[config.mk]
export PLATFORM = sky130hd
export DESIGN_NAME = lzrw1_copy_controller
export DESIGN_NICKNAME = d
export VERILOG_FILES = /design/src/rtl/lzrw1_copy_controller.sv
export SDC_FILE = /design/constraint.sdc
export NUM_CORES = 1
export LEC_CHECK = 0
export CAP_MARGIN = 30
export CELL_PAD_IN_SITES_DETAIL_PLACEMENT = 2
export CELL_PAD_IN_SITES_GLOBAL_PLACEMENT = 2
export CORE_ASPECT_RATIO = 1.4
export CORE_MARGIN = 2
export CORE_UTILIZATION = 27
export CTS_BUF_LIST = sky130_fd_sc_hd__clkbuf_8 sky130_fd_sc_hd__clkbuf_16
export DETAILED_ROUTE_END_ITERATION = 7
export PLACE_DENSITY_LB_ADDON = 0.12
export SLEW_MARGIN = 25
export SYNTH_ARGS = -nofsm -noshare
export SYNTH_HDL_FRONTEND = slang
export SYNTH_SLANG_ARGS = --single-unit
[constraint.sdc]
create_clock -name clock -period 2.7 [get_ports clock]
set_input_delay 0.54 -clock clock [delete_from_list [all_inputs] [get_ports clock]]
set_output_delay 0.54 -clock clock [all_outputs]
set_load 0.005 [all_outputs]
[src/rtl/lzrw1_copy_controller.sv]
// LZRW1 decompressor back end: turns literal/copy tokens into a byte stream,
// writing every emitted byte into the history buffer and replaying copies from it.
module lzrw1_copy_controller #(
  parameter int HISTORY_SIZE = 4096,
  parameter int LEN_WIDTH    = 5,
  localparam int ADDR_WIDTH  = $clog2(HISTORY_SIZE)
) (
  input  logic                  clock,
  input  logic                  reset,
  input  logic                  in_valid,
  input  logic                  in_is_match,
  input  logic [7:0]            in_literal,
  input  logic [ADDR_WIDTH-1:0] in_offset,
  input  logic [LEN_WIDTH-1:0]  in_length,
  output logic                  in_ready,
  output logic                  out_valid,
  output logic [7:0]            out_data,
  input  logic                  out_ready,
  output logic                  hist_wr_en,
  output logic [ADDR_WIDTH-1:0] hist_wr_addr,
  output logic [7:0]            hist_wr_data,
  output logic [ADDR_WIDTH-1:0] hist_rd_addr,
  input  logic [7:0]            hist_rd_data,
  output logic                  busy,
  output logic                  err_offset
);

  typedef enum logic {IDLE = 1'b0, COPY = 1'b1} state_t;

  localparam logic [ADDR_WIDTH:0] FILL_MAX = (ADDR_WIDTH+1)'(HISTORY_SIZE);

  state_t                state_q, state_d;
  logic [ADDR_WIDTH-1:0] wr_ptr_q, wr_ptr_d;
  logic [ADDR_WIDTH:0]   fill_q, fill_d;
  logic [ADDR_WIDTH-1:0] offset_q, offset_d;
  logic [LEN_WIDTH-1:0]  remaining_q, remaining_d;
  logic                  err_q, err_d;

  logic emit;
  logic accept;
  logic match_legal;

  always_ff @(posedge clock) begin
    if (reset) begin
      state_q     <= IDLE;
      wr_ptr_q    <= '0;
      fill_q      <= '0;
      offset_q    <= '0;
      remaining_q <= '0;
      err_q       <= 1'b0;
    end else begin
      state_q     <= state_d;
      wr_ptr_q    <= wr_ptr_d;
      fill_q      <= fill_d;
      offset_q    <= offset_d;
      remaining_q <= remaining_d;
      err_q       <= err_d;
    end
  end

  // A copy may only reach back over bytes that have actually been produced.
  assign match_legal = (in_offset != '0) && ({1'b0, in_offset} <= fill_q) &&
                       (in_length != '0);

  always_comb begin
    state_d     = state_q;
    wr_ptr_d    = wr_ptr_q;
    fill_d      = fill_q;
    offset_d    = offset_q;
    remaining_d = remaining_q;
    err_d       = err_q;

    if (emit) begin
      wr_ptr_d = wr_ptr_q + ADDR_WIDTH'(1);
      if (fill_q != FILL_MAX) begin
        fill_d = fill_q + (ADDR_WIDTH+1)'(1);
      end
    end

    case (state_q)
      IDLE: begin
        if (accept && in_is_match) begin
          if (match_legal) begin
            state_d     = COPY;
            offset_d    = in_offset;
            remaining_d = in_length;
          end else begin
            err_d = 1'b1;
          end
        end
      end
      COPY: begin
        if (emit) begin
          remaining_d = remaining_q - LEN_WIDTH'(1);
          if (remaining_q == LEN_WIDTH'(1)) begin
            state_d = IDLE;
          end
        end
      end
      default: state_d = IDLE;
    endcase
  end

  // Handshakes are suppressed while reset is high so an abandoned copy writes nothing.
  always_comb begin
    in_ready  = 1'b0;
    out_valid = 1'b0;
    busy      = 1'b0;
    if (!reset) begin
      case (state_q)
        IDLE: begin
          if (in_is_match) begin
            in_ready = 1'b1;
          end else begin
            out_valid = in_valid;
            in_ready  = out_ready;
          end
        end
        COPY: begin
          out_valid = 1'b1;
          busy      = 1'b1;
        end
        default: ;
      endcase
    end
  end

  assign out_data     = (state_q == COPY) ? hist_rd_data : in_literal;
  assign accept       = in_valid & in_ready;
  assign emit         = out_valid & out_ready;
  assign hist_wr_en   = emit;
  assign hist_wr_addr = wr_ptr_q;
  assign hist_wr_data = out_data;
  assign hist_rd_addr = wr_ptr_q - offset_q;
  assign err_offset   = err_q;

endmodule

### Yosys cells after proc, flatten, opt, wreduce, memory -nomap -nowiden

Index checks and enable logic that the tools add are counted.

* muxes and demuxes: 18
* $add $sub $neg: 4
* reductions and logical operators: 9
* equality and inequality tests: 5
* bitwise gates (word level): 4
* magnitude comparators: 1

Operators with widths (number)
* two-way mux 5 bit: 3
* adder 13 x 1 -> 13 bit, second input constant: 1
* less-or-equal comparator 12 x 13 -> 1 bit: 1
* != test 13 bit, second input constant: 1
* adder 12 x 1 -> 12 bit, second input constant: 1
* nonzero test 12 bit: 1
* subtractor 12 bit: 1
* two-way mux 1 bit: 11
* case mux 5 bit (2 select lines): 1
* AND reduction 3 bit: 3
* two-way mux 8 bit: 1
* != test 2 bit, second input constant: 3
* == test 5 x 1 -> 1 bit, second input constant: 1
* nonzero test 5 bit: 1
* subtractor 5 x 1 -> 5 bit, second input constant: 1
* case mux 1 bit (2 select lines): 2
* logical AND 1 bit: 3
* bitwise AND 1 bit: 2
* NOT 1 bit: 2
* AND reduction 2 bit: 1

* output and inout bits: 45
* bits in registers: 44
* logic and storage cells: 47

### Depth between registers and ports, before layout

Gate-level depths: netlist (run 1).

* depth in word-level cells: 7
* mapped depth: 9
* mapped depth without buffers: 9

### Worst setup path after synthesis (run 1)

Ideal clock, no wire load.

* path kind: reg2out
* start point: register wr_ptr_q[0], in the netlist hist_wr_addr[0]
* end point: output hist_rd_addr[10]
* path slack: 0.292 ns
* stages on the path, launching flop included: 10
* path buffers: 0
* arrival: 1.868 ns
* path through: dfxtp_1 inv_1 ha_1 fa_1 nor2b_1 o21ai_0 a21o_1 a31oi_1 or4b_1 nand3_1

* cells in the longest elaborated chain, start to end: 1

RTL lines
* start, declared: line 33 `logic [ADDR_WIDTH-1:0] wr_ptr_q, wr_ptr_d;`
* start signal, assigned: line 53 `wr_ptr_q <= wr_ptr_d;`
* subtractor 12 bit: line 134 `assign hist_rd_addr = wr_ptr_q - offset_q;`
* end, declared: line 22 `output logic [ADDR_WIDTH-1:0] hist_rd_addr,`

No other way between the ends.

### Worst setup path in the final report (run 1)

Ends and elaborated chain as after synthesis.

==> impl_metrics.toml, run 1 <==
[flow_run]
cap_viol_max_count = 0

[sta]
finalSetupViolCount = 3
hold_slack_ps = 457.8
period_needed_ps = 2856
worstMarginPinSlew_ps = 602.8
slew_headroom_pct = 59.76
tns_ps = -186.3
finalWorstSetupSlack_ps = -156.4
fmax_mhz = 350.1
hold_viol_final = 0
rsz0062_at_grt = "true"
drv_slew = 0
clock_skew_ps = 4.100
period_share_pct = 105.8

[setup_path]
rr_endpoint = "remaining_q[0]$_SDFFE_PP0P_"
cp.required_ps = 2160
r2r_start = "fill_q[10]$_SDFFE_PP0P_"
crit_path_start_kind = "register"
reg2reg_slack_ps = 400
cp.arrival_ps = 2320
crit_type = "reg2out"
crit_path_max_fanout = 2
crit_path_end_kind = "primary output"
reg2reg_depth = 10

[worst_hold_path]
hold_depth = 2
hp-start = "offset_q[5]$_SDFFE_PP0P_"
hp-class = "reg2reg"
hold_end = "offset_q[5]$_SDFFE_PP0P_"

[synthesis]
synth_enable_flop_cells = 0
synth_top_cell_area_share_pct = 29.01
synth_ff_type = "dfxtp_1"
syn_avg_cell_area_um2 = 7.887
synthesis.nets = 452
syn_area_mm2 = 0.003037
synth_area_leaders = "dfxtp_1, ha_1, xnor2_1, nand2_1, a21oi_1"
ys_seq_elements = 44
synth_commonest_cells = "dfxtp_1, nand2_1, inv_1, nor2_1, a21oi_1"
synth-seq-area-share_pct = 29.01
yosysUniqueCellTypes = 51
yosys_warnings = 0
post-synth-top-area-cell = "dfxtp_1"
ys_async_sr_fraction_pct = 0
synthCells = 385
synth_most_common_cell = "dfxtp_1"

[cts]
htree_levels = 2
clock_sinks = 44
numCtsBuffers = 5
cts-root-buf = "clkbuf_16"
cts_tree = "yes"
clk_latency_ps = 290
path_clk_slew_ps = 60
cts.path.max_buffers = 2

[drt]
wl_mm = 10.06
num_vias = 3182
postRouteAntennaNets = 0
avgViaCountPerCell = 4.888
dr.pass1.iters = 3
drt_iter0_drc = 30
drc = 0
routedWlPerCell_um = 15.45

[power]
irDropWorstVdd_mv = 0.2139
p_leak_uw = 0.001806
p_per_area_mw_per_mm2 = 399.1

[die]
die_w_um = 93.63
initial_core_util_pct = 27.80
row_count = 45
dieArea_mm2 = 0.01212
num_io_pins = 83
fp.coreArea_mm2 = 0.01092
die_h_um = 129.5

[status]
violations = "setup timing"
status = "complete, but fails checks"

[global_route]
groute.usage.overall_pct = 17.79
grt_pass1_wl_mm = 17.19
antenna_found_initial = 0
grt_overflow = 0
first_global_vias = 3568
grt_start_max_net_pins = 20

[final_layout]
areaGrowthSynthToFinish_pct = 52.95
drive_gt1_share_pct = 20.78
fin_nets = 576
n_antenna_cell = 0

[placed_design]
gp_congestion = 0.7373
hpwl_mm = 8.270
portBuffers = 82
through the flow:
step	util (%)	cells	worst slack, ps	power (uW)	cell area (um2)
after CTS	42.04	650	-236.6	1866	4592
after global placement	39.15	634	-258.3	1081	4277
final	42.52	651	-156.4	1853	4644
after detailed placement	39.15	634	-337.7	1093	4277
after global routing	42.52	651	-287.4	1950	4644
after floorplan	-	385	292.5	863.0	3037
worst max-delay path by stage:
stage / start / end / slack [ps]
after detailed placement: hist_wr_addr[0]$_SDFFE_PP0P_ / hist_rd_addr[10] / -340
after global placement: hist_wr_addr[0]$_SDFFE_PP0P_ / hist_rd_addr[10] / -260
after floorplan: hist_wr_addr[0]$_SDFFE_PP0P_ / hist_rd_addr[10] / 290
after CTS: hist_wr_addr[0]$_SDFFE_PP0P_ / hist_rd_addr[10] / -240
final: hist_wr_addr[0]$_SDFFE_PP0P_ / hist_rd_addr[10] / -160
after global routing: hist_wr_addr[0]$_SDFFE_PP0P_ / hist_rd_addr[10] / -290
registers in the layout (all words and copies together) (netlist names):
register      cells
fill_q           13
hist_wr_addr     12
remaining_q       5
err_offset        1
state_q           1
offset_q         12
routing by layer:
layer  GRT usage, %  routed length, um  up-vias  share of wire, %
li1               -                  -     1559                 -
met1          17.85               3812     1559                38
met2          37.37               5808       58                58
met3          2.791                339        6               3.4
met4          3.836                 99        0              0.98
met5              0                  0        -                 0
what timing repair did:
item,in CTS,in global routing
gates cloned,0,0
gates resized for setup,43,20
buffers inserted,8,2
endpoints found under the setup margin,8,7
hold buffers,0,0
pin swaps,10,14
cells in the final DEF (no fill, tap or decap), drive strengths merged, types with 3 or more instances in the layout:
master,count
nor2,33
nor2b,6
nor4b,3
nand2,43
o21ai,14
xnor2,21
buf,58
xor2,9
clkbuf,9
and4,3
clkdlybuf4s50,74
nor3,15
nand3,16
ha,28
nor4,5
inv,38
dfxtp,44
nand4,5
nand3b,3
or3,4
and3,3
nand2b,3
mux2,8
a21oi,30
report_power, final:
group	switching [uW]	internal, uW
combinational	173	256
sequential	14.3	662
clock	261	487
total	448	1410
area by class of cell:
cell class | instances | area, um2
fill | 1243 | 6279
clock buffer | 7 | 152.6
tap | 141 | 176.4
inverter | 38 | 142.6
sequential | 44 | 889.6
multi-input combinational | 284 | 2031
timing repair buffer | 136 | 1222
clock inverter | 1 | 30.03
logic make-up (layout without fill, tap and decap cells):
logic type	after synthesis	after routing	synth area share [%]
buffers and inverters	57	182	8.241
adders and majority gates	29	29	12.20
AOI/OAI and AO/OA	66	66	14.01
and+or+nand+nor	151	151	24.93
muxes	8	8	2.967
DFF	44	44	29.01
xor gates and xnor gates	30	30	8.653
critical path, stage by stage (launching register included):
cell,delay (ps)
dfxtp_2,320
inv_2,60
ha_4,140
fa_2,200
nor2b_1,50
o21ai_1,160
a21o_1,210
a31oi_4,110
buf_6,130
or4b_4,480
nand3_2,70
buf_2,100
Note: power is estimated with default switching activity, not from simulation.
==> run 2, diff against run 1 <==
CORE_MARGIN = 10   (was 2)
==> run 2 against run 1 <==
Compared with the run above:
- the flow still finishes with violations (setup timing)
- combinational power about the same
- non-clock buffer count grew 1
- sequential share of layout area fell by 0.072 points
- via count is 1.2% lower
- clock-buffer cell count did not move
- flip-flop and latch count unchanged
- clock skew is 1.3 ps higher
- critical path type unchanged
- largest cell class unchanged
==> impl_metrics.toml, run 2 (synthesized netlist as in run 1, its figures left out) <==
[status]
status = "complete, but fails checks"
violations = "setup timing"

[cts]
cts.path.max_buffers = 2
path_clk_slew_ps = 60
numCtsBuffers = 5
clock_sinks = 44
cts_tree = "yes"
cts-root-buf = "clkbuf_16"
htree_levels = 2
clk_latency_ps = 290
holdBufCountCts = 0

[sta]
period_needed_ps = 2893
clock_skew_ps = 5.425
hold_viol_final = 0
worstMarginPinSlew_ps = 533.6
tns_ps = -193.1
finalSetupViolCount = 1
rsz0062_at_grt = "true"
finalWorstSetupSlack_ps = -193.1
drv_slew = 0
hold_slack_ps = 461.9
slew_headroom_pct = 64.38
period_share_pct = 107.2
fmax_mhz = 345.6

[final_layout]
final_common_cell = "clkdlybuf4s50_1"
layout_common_cells = "clkdlybuf4s50_1, buf_4, nand2_1"
regMostFlops = "fill_q"
final_area_mm2 = 0.004688
n_antenna_cell = 0
fin_nets = 577
drive_gt1_share_pct = 21.14
areaGrowthSynthToFinish_pct = 54.39
largest_register_ffs = 13

[setup_path]
crit_type = "reg2out"
reg2reg_depth = 10
cp.required_ps = 2160
crit_path_start_kind = "register"
crit_path_end_kind = "primary output"
cp.arrival_ps = 2350
crit_path_max_fanout = 2

[placed_design]
portBuffers = 82
gp_congestion = 0.7482
hpwl_mm = 9.003
postPlaceCellArea_mm2 = 0.004292
dp_slack_ps = -321.1

[power]
irDropWorstVdd_mv = 0.2429
sw_frac_of_total_pct = 24.21
intPower_uw = 1400
p_per_area_mw_per_mm2 = 394.0
p_leak_uw = 0.001825
p_clk_share_pct = 40.3
totalPowerFinal_uw = 1847
power_frac_comb_pct = 23.3
p_switching_uw = 447.1
p_seq_share_pct = 36.5

[worst_hold_path]
hp-class = "reg2reg"
hold_depth = 2

[global_route]
grt_pass1_wl_mm = 17.66
antenna_found_initial = 0
first_global_vias = 3589
grt_start_max_net_pins = 29
groute.usage.overall_pct = 13.47
grt_overflow = 0

[drt]
drc = 0
routedWlPerCell_um = 16.68
wl_mm = 10.88
postRouteAntennaNets = 0
avgViaCountPerCell = 4.822
dr.pass1.iters = 4
drt_iter0_drc = 114
num_vias = 3144

[die]
die_h_um = 145.5
row_count = 45
num_io_pins = 83
initial_core_util_pct = 27.80
die_w_um = 109.6
dieArea_mm2 = 0.01595
fp.coreArea_mm2 = 0.01092

[flow_run]
cap_viol_max_count = 0
run 2: what timing repair did:
| item | CTS | global route |
|---|---|---|
| setup endpoints to repair | 8 | 8 |
| resized for setup | 42 | 26 |
| pin swaps | 8 | 13 |
| buffers inserted | 6 | 2 |
run 2: layer usage:
metal,track usage (%),up-vias,share of wire (%)
li1,-,1564,-
met1,13.70,1510,38
met2,26.01,61,56
met3,3.453,9,5.3
met4,2.807,0,0.99
met5,0,-,0
run 2: metrics by stage:
stage | util [%] | instances
after global routing | 42.92 | 652
after global placement | 39.29 | 636
after CTS | 41.89 | 650
after floorplan | - | 385
after detailed placement | 39.29 | 636
final | 42.92 | 652
run 2: layout make-up:
class | count | area [um2]
Clock buffer | 7 | 152.6
Clock inverter | 1 | 30.03
Fill cell | 1232 | 6235
Inverter | 38 | 145.1
Multi-Input combinational cell | 284 | 2061
Sequential cell | 44 | 894.6
Tap cell | 141 | 176.4
Timing Repair Buffer | 137 | 1229
run 2: worst paths after layout:
kind / from / slack (ps) / to
worst max-delay path: hist_wr_addr[0]$_SDFFE_PP0P_ / -190 / hist_rd_addr[10]
worst min-delay path: offset_q[8]$_SDFFE_PP0P_ / 460 / offset_q[8]$_SDFFE_PP0P_
worst max register to register: fill_q[10]$_SDFFE_PP0P_ / 400 / remaining_q[0]$_SDFFE_PP0P_
worst min register to register: offset_q[8]$_SDFFE_PP0P_ / 460 / offset_q[8]$_SDFFE_PP0P_
run 2: worst max-delay path: stages (launching register included):
cell and delay, ps:
dfxtp_2 320, inv_2 60, ha_4 120, fa_2 190, nor2b_1 50, o21ai_1 170
a21o_1 230, a31oi_4 110, buf_6 130, or4b_1 470, nand3_1 100, buf_2 110
run 2: power by group through the flow:
| stage | logic [uW] | clock network [uW] | registers [uW] |
|---|---|---|---|
| 3_5_place_dp | 412 | 0 | 690 |
| 4_1_cts | 424 | 767 | 676 |
| 3_3_place_gp | 398 | 0 | 689 |
| 5_1_grt | 477 | 799 | 677 |
| 6_report | 430 | 743 | 674 |
| 2_1_floorplan | 179 | 0 | 684 |
